[src/rtl/boa_amo_pkg.sv]
// Shared types and helpers for the LR/SC reservation controller.
// The fixed typedefs describe the default configuration; modules derive their own widths.
package boa_amo_pkg;

    localparam int unsigned MAX_AWIDTH    = 64;
    localparam int unsigned AWIDTH_DEF    = 32;
    localparam int unsigned GRAN_BITS_DEF = 2;

    function automatic int unsigned age_width(input int unsigned timeout);
        return (timeout > 0) ? $clog2(timeout + 1) : 1;
    endfunction

    localparam int unsigned AGE_W_DEF = age_width(64);

    typedef logic [AWIDTH_DEF-1:GRAN_BITS_DEF] gran_tag_t;
    typedef logic [MAX_AWIDTH-1:0]             wide_addr_t;

    typedef struct packed {
        logic                 valid;
        gran_tag_t            tag;
        logic [AGE_W_DEF-1:0] age;
    } resv_state_t;

    // Callers zero-extend both operands, so only the bits above the granule matter.
    function automatic logic gran_match(input wide_addr_t a, input wide_addr_t b,
                                        input int unsigned gran_bits);
        wide_addr_t diff;
        diff = (a ^ b) >> gran_bits;
        return diff == '0;
    endfunction

endpackage

[src/rtl/boa_amo_resv_slot.sv]
// One port's reservation: valid bit, granule tag and saturating age counter.
module boa_amo_resv_slot
    import boa_amo_pkg::*;
#(
    parameter int unsigned AWIDTH    = AWIDTH_DEF,
    parameter int unsigned GRAN_BITS = GRAN_BITS_DEF,
    parameter int unsigned TIMEOUT   = 64
) (
    input  logic                        clk,
    input  logic                        rst,
    input  logic                        set,
    input  logic                        clear,
    input  logic [AWIDTH-1:0]           set_addr,
    output logic                        valid,
    output logic [AWIDTH-1:GRAN_BITS]   tag
);

    localparam int unsigned     AGE_W   = age_width(TIMEOUT);
    localparam logic [AGE_W-1:0] AGE_MAX = '1;

    logic                      valid_q, valid_d;
    logic [AWIDTH-1:GRAN_BITS] tag_q, tag_d;
    logic [AGE_W-1:0]          age_q, age_d;
    logic                      expire;

    always_comb begin
        expire  = 1'b0;
        valid_d = valid_q;
        tag_d   = tag_q;
        age_d   = age_q;
        // Age lags the LR cycle by one, so retiring at TIMEOUT-2 drops valid TIMEOUT cycles after the LR.
        if (TIMEOUT > 0) begin
            expire = valid_q && ((32'(age_q) + 32'd2) >= TIMEOUT);
        end
        if (valid_q && (age_q != AGE_MAX)) begin
            age_d = age_q + AGE_W'(1);
        end
        if (clear || expire) begin
            valid_d = 1'b0;
        end
        if (set) begin
            valid_d = 1'b1;
            tag_d   = set_addr[AWIDTH-1:GRAN_BITS];
            age_d   = '0;
        end
    end

    always_ff @(posedge clk) begin
        if (rst) begin
            valid_q <= 1'b0;
            tag_q   <= '0;
            age_q   <= '0;
        end else begin
            valid_q <= valid_d;
            tag_q   <= tag_d;
            age_q   <= age_d;
        end
    end

    assign valid = valid_q;
    assign tag   = tag_q;

endmodule

[src/rtl/boa_amo_resv_ctl.sv]
// LR/SC reservation controller for PORTS memory ports: cross-port invalidation,
// lowest-index-wins SC arbitration and registered SC verdicts.
module boa_amo_resv_ctl
    import boa_amo_pkg::*;
#(
    parameter int unsigned PORTS     = 2,
    parameter int unsigned AWIDTH    = AWIDTH_DEF,
    parameter int unsigned GRAN_BITS = GRAN_BITS_DEF,
    parameter int unsigned TIMEOUT   = 64
) (
    input  logic                          clk,
    input  logic                          rst,
    input  logic [PORTS-1:0]              lr_req,
    input  logic [PORTS-1:0][AWIDTH-1:0]  lr_addr,
    input  logic [PORTS-1:0]              sc_req,
    input  logic [PORTS-1:0][AWIDTH-1:0]  sc_addr,
    output logic [PORTS-1:0]              sc_ack,
    output logic [PORTS-1:0]              sc_ok,
    input  logic [PORTS-1:0]              watch_we,
    input  logic [PORTS-1:0][AWIDTH-1:0]  watch_addr,
    output logic [PORTS-1:0]              resv_valid
);

    function automatic logic same_granule(input logic [AWIDTH-1:0] a, input logic [AWIDTH-1:0] b);
        return gran_match(wide_addr_t'(a), wide_addr_t'(b), GRAN_BITS);
    endfunction

    logic [PORTS-1:0]              slot_valid, slot_set, slot_clear, grant;
    logic [AWIDTH-1:GRAN_BITS]     slot_tag  [PORTS];
    logic [AWIDTH-1:0]             resv_addr [PORTS];
    logic [PORTS-1:0]              sc_ack_q, sc_ack_d, sc_ok_q, sc_ok_d;
    logic                          hit_tag, hit_lr, lower_won;

    always_comb begin
        grant      = '0;
        slot_set   = '0;
        slot_clear = '0;
        hit_tag    = 1'b0;
        hit_lr     = 1'b0;
        lower_won  = 1'b0;
        for (int unsigned i = 0; i < PORTS; i++) begin
            resv_addr[i] = AWIDTH'(slot_tag[i]) << GRAN_BITS;
        end
        for (int unsigned i = 0; i < PORTS; i++) begin
            hit_tag   = 1'b0;
            hit_lr    = 1'b0;
            lower_won = 1'b0;
            for (int unsigned j = 0; j < PORTS; j++) begin
                if (j != i && watch_we[j]) begin
                    if (same_granule(watch_addr[j], resv_addr[i])) hit_tag = 1'b1;
                    if (same_granule(watch_addr[j], lr_addr[i]))   hit_lr  = 1'b1;
                end
            end
            for (int unsigned j = 0; j < i; j++) begin
                if (grant[j] && same_granule(sc_addr[j], sc_addr[i])) lower_won = 1'b1;
            end
            grant[i]      = sc_req[i] && slot_valid[i] && same_granule(sc_addr[i], resv_addr[i])
                            && !hit_tag && !lower_won;
            slot_set[i]   = lr_req[i] && !hit_lr;
            // An LR blocked by a store still relinquishes the previous reservation.
            slot_clear[i] = sc_req[i] || lr_req[i] || hit_tag;
        end
        for (int unsigned i = 0; i < PORTS; i++) begin
            for (int unsigned j = 0; j < PORTS; j++) begin
                if (j != i && grant[j] && same_granule(sc_addr[j], resv_addr[i])) slot_clear[i] = 1'b1;
            end
        end
        sc_ack_d = sc_req;
        sc_ok_d  = grant;
    end

    for (genvar g = 0; g < PORTS; g++) begin : g_slot
        boa_amo_resv_slot #(
            .AWIDTH    (AWIDTH),
            .GRAN_BITS (GRAN_BITS),
            .TIMEOUT   (TIMEOUT)
        ) u_slot (
            .clk      (clk),
            .rst      (rst),
            .set      (slot_set[g]),
            .clear    (slot_clear[g]),
            .set_addr (lr_addr[g]),
            .valid    (slot_valid[g]),
            .tag      (slot_tag[g])
        );
    end

    always_ff @(posedge clk) begin
        if (rst) begin
            sc_ack_q <= '0;
            sc_ok_q  <= '0;
        end else begin
            sc_ack_q <= sc_ack_d;
            sc_ok_q  <= sc_ok_d;
        end
    end

    assign sc_ack     = sc_ack_q;
    assign sc_ok      = sc_ok_q;
    assign resv_valid = slot_valid;

endmodule

[config.mk]
export PLATFORM = sky130hd
export DESIGN_NAME = boa_amo_resv_ctl
export DESIGN_NICKNAME = d
export VERILOG_FILES = /design/src/rtl/boa_amo_pkg.sv /design/src/rtl/boa_amo_resv_slot.sv /design/src/rtl/boa_amo_resv_ctl.sv
export SDC_FILE = /design/constraint.sdc
export NUM_CORES = 1
export LEC_CHECK = 0
export CORE_UTILIZATION = 47
export DETAILED_ROUTE_END_ITERATION = 7
export PLACE_DENSITY = 0.82
export SYNTH_ARGS = -nofsm -noshare
export SYNTH_HDL_FRONTEND = slang
export SYNTH_HIERARCHICAL = 1
export SYNTH_SLANG_ARGS = --single-unit
[constraint.sdc]
create_clock -name clk -period 2.4 [get_ports clk]
set_input_delay 0.36 -clock clk [delete_from_list [all_inputs] [get_ports clk]]
set_output_delay 0.36 -clock clk [all_outputs]
set_load 0.03 [all_outputs]
==> key figures <==
STA
  • Final setup TNS: 0 ns
  • Final setup vio count: 0
  • Relative slew slack: 0.6462
  • Worst Clk Skew: 0.004843 ns
  • Worst Tran Pin Value: 0.5307 ns
  • Setup repair after global routing missed its margin: yes
  • FMAX: 422.6 MHz
  • Final Hold Viols: 0
  • Slew Limit Fails: 0
  • Hold WS: 0.4732 ns
  • Final period utilization: 0.9861
  • Tmin final: roughly 2.4 ns

Critical path
  • R2R Setup Slk: 0.07 ns
  • Crit path launch type: primary input
  • Critical path class: in2reg
  • CP cell instances: clkdlybuf4s50_1, buf_4, xnor2_1, nand4_1, nor4_4, o211ai_4, o211ai_2, o21bai_1, nor2_1, a21oi_1, nor3_1
  • Worst Reg2Reg Path Length in Cells: 9
  • CP required: 2.67 ns
  • Worst path slowest cell: clkdlybuf4s50_1
  • Slowest stage delay, CP: 0.46 ns
  • Reg2reg end: g_slot[0].u_slot/valid
  • Critical path capture point type: flip-flop
  • Crit Path Max Fanout: 3
  • Worst EP arrival: approximately 2.6 ns
  • R2r startpoint: g_slot[0].u_slot/tag[16]

Min path
  • Hold path depth: 2
  • Hold Path End: g_slot[1].u_slot/tag[9]
  • Hold Startpoint: rst
  • Hold WC Path Type: in2reg

CTS
  • Clk root buf: clkbuf_16
  • CTS Sinks: 80
  • Skew-Pair Late Insertion Delay: 0.35 ns
  • CTS clk-pin slew, worst paths: 0.06 ns
  • # H-tree levels: 3
  • TritonCTS Buffers: 9
  • Hold_buf cts: 0
  • Maximum clock path buffer count: 2
  • CTS tree: yes

Synth
  • Syn Nets: 883
  • Asr flop ratio synth: 0
  • Post-synth design cell area: 6150 sq um
  • Ys Warns: 6
  • Number of synthesized flops with an enable pin: 0
  • Cells after synthesis: 677
  • Synthesized area per cell: 9.084 sq um
  • Count of state elements after synthesis: 80
  • Top FF cell, synth: dfxtp_1
  • Seq/Total Area, Yosys: 0.2604
  • Number of library cell types mapped by synthesis: 39

Layout
  • Register area: 1602 sq um
  • Area of the multi-input gates: 4533 sq um
  • Share of cells above drive strength 1: 0.1488
  • Final instance area: approximately 9300 sq um
  • Most frequent cells in the layout: 192 x clkdlybuf4s50_1, 190 x xnor2_1, 97 x buf_4, 80 x dfxtp_1, 78 x xor2_1
  • Antenna diodes: 0
  • Nets: 1,169
  • Most common cell after layout, fill and taps aside: clkdlybuf4s50_1
  • Final cell count without fillers: 1,140
  • Area delta synth->final: 51.88%
  • # fillers: a little over 900

Power and ir drop
  • Leakage: 3.602 nW
  • Pwr per Cell Area: between 400 and 500 nW/um^2
  • Maximum VDD drop: 307.8 uV
  • Total power: between 4 and 5 mW

Placement
  • Placed insts: approximately 1.1k
  • DP HPWL: ~18 mm
  • IO buf count: 193
  • DP Area: 8975 sq um
  • Routability Congestion: around 1

Run status
  • Status: complete, no violations

Floorplanning
  • Die Area: 13,550 sq um
  • FP Rows: 41
  • Die height: 116.4 microns
  • Die width: 116.4 microns
  • Initial Utilization: 0.4853
  • Core ar.: 12,670 sq um
  • I/O pin count: 206

Route
  • ANT nets after route: 0
  • TritonRoute pass-1 iters: 7
  • Post-route DRC violation count: 0
  • Via count of the routed design: 6,143
  • Iteration-0 DRC Markers: about 510
  • Final wirelength: between 20 and 25 mm
  • Vias per cell: between 5 and 6
  • Drt wl/cell: 19.03 microns

GRT
  • First-pass GRT wire length: 32.45 mm
  • GRT Overall Usage: 0.3277
  • Initial antenna violation count: 0
  • Largest net degree at the start of global routing: 31
  • Vias in the first global route: 6,194
  • Total gr overflow: 0

Run
  • Max Cap Viol: 0
power by group:
part           switching (mW)  internal (mW)
Clock                   0.543          0.860
Combinational           0.568          0.736
Sequential              0.101           1.39
Total                    1.21           2.99
logic make-up after synthesis:
group                      synth area share
AOI/OAI and AO/OA                   0.03947
xor gates and xnor gates             0.3845
adders and majority gates           0.01221
buffers and inverters               0.01668
DFF                                  0.2604
muxes                                0.1074
and+or+nand+nor                      0.1792
through the flow:
stage	setup WS, ns	util
after CTS	0.02264	0.7333
after floorplan	0.2810	-
final	0.03346	0.7371
after global placement	-0.3078	0.7083
after detailed placement	-0.4085	0.7083
after global routing	-0.06826	0.7371
state kept, by name, indices dropped and copies added, names as in the netlist:
name	count
g_slot.u_slot/age_q	14
sc_ack	2
g_slot.u_slot/tag	60
g_slot.u_slot/valid	2
sc_ok	2
synth_stat cells (2+ instances only):
library cell	count	area share
a211oi_2	2	0.0041
buf_4	6	0.0073
nand3_1	5	0.0041
mux2i_1	66	0.11
a21boi_1	2	0.0024
xnor2_1	192	0.27
a311oi_1	2	0.0028
nor4b_1	2	0.0028
a2111oi_2	2	0.0049
a31oi_1	6	0.0061
clkbuf_1	6	0.0037
or3_1	4	0.0041
xor2_1	78	0.11
and2_1	2	0.0020
buf_2	4	0.0033
o211ai_2	2	0.0041
nor4_1	26	0.026
and2_4	2	0.0028
o21ai_0	7	0.0057
nand2_1	17	0.010
ha_1	6	0.012
nand4_1	54	0.055
a21oi_1	4	0.0033
nor2_1	66	0.040
nor3_1	7	0.0057
dfxtp_1	80	0.26
and3_1	2	0.0020
a21boi_2	2	0.0037
and3_2	4	0.0049
nor2_2	2	0.0020
inv_1	4	0.0024
nor2b_1	6	0.0061
worst max-delay path by stage:
stage,startpoint,end,slack (ns)
final,sc_addr[30],g_slot[0].u_slot/valid,0.03
after global routing,sc_addr[26],g_slot[0].u_slot/valid,-0.07
after CTS,watch_addr[61],g_slot[0].u_slot/valid,0.02
after detailed placement,watch_addr[61],g_slot[0].u_slot/valid,-0.41
after global placement,watch_addr[61],g_slot[0].u_slot/valid,-0.31
after floorplan,g_slot[0].u_slot/valid,g_slot[0].u_slot/valid,0.28
worst max-delay path: cells and delay by family:
family	cells	cell delay (ns)
compound gates	4	0.50
xor+xnor	1	0.23
buf+inv	2	0.64
simple gates	4	0.91
layout make-up:
type                            instances  area share
Multi-Input combinational cell        577      0.4853
Clock buffer                           13     0.02786
Sequential cell                        80      0.1715
Inverter                                4    0.001608
Clock inverter                          3    0.004287
Tap cell                              172     0.02304
Timing Repair Buffer                  291      0.2864
layer usage:
layer  up-vias  share of wire  track usage
met1      2872           0.41       0.4101
met3        55          0.090      0.09237
met2       288           0.47       0.5345
met4         0          0.031       0.1214
li1       2928              -            -
met5         -              0            0
what timing repair did:
action	CTS	global route
cloned	0	0
setup endpoints to repair	1	3
pin swaps	2	1
setup buffers	0	0
gates resized for setup	2	8
Note: power is estimated with default switching activity, not from simulation.
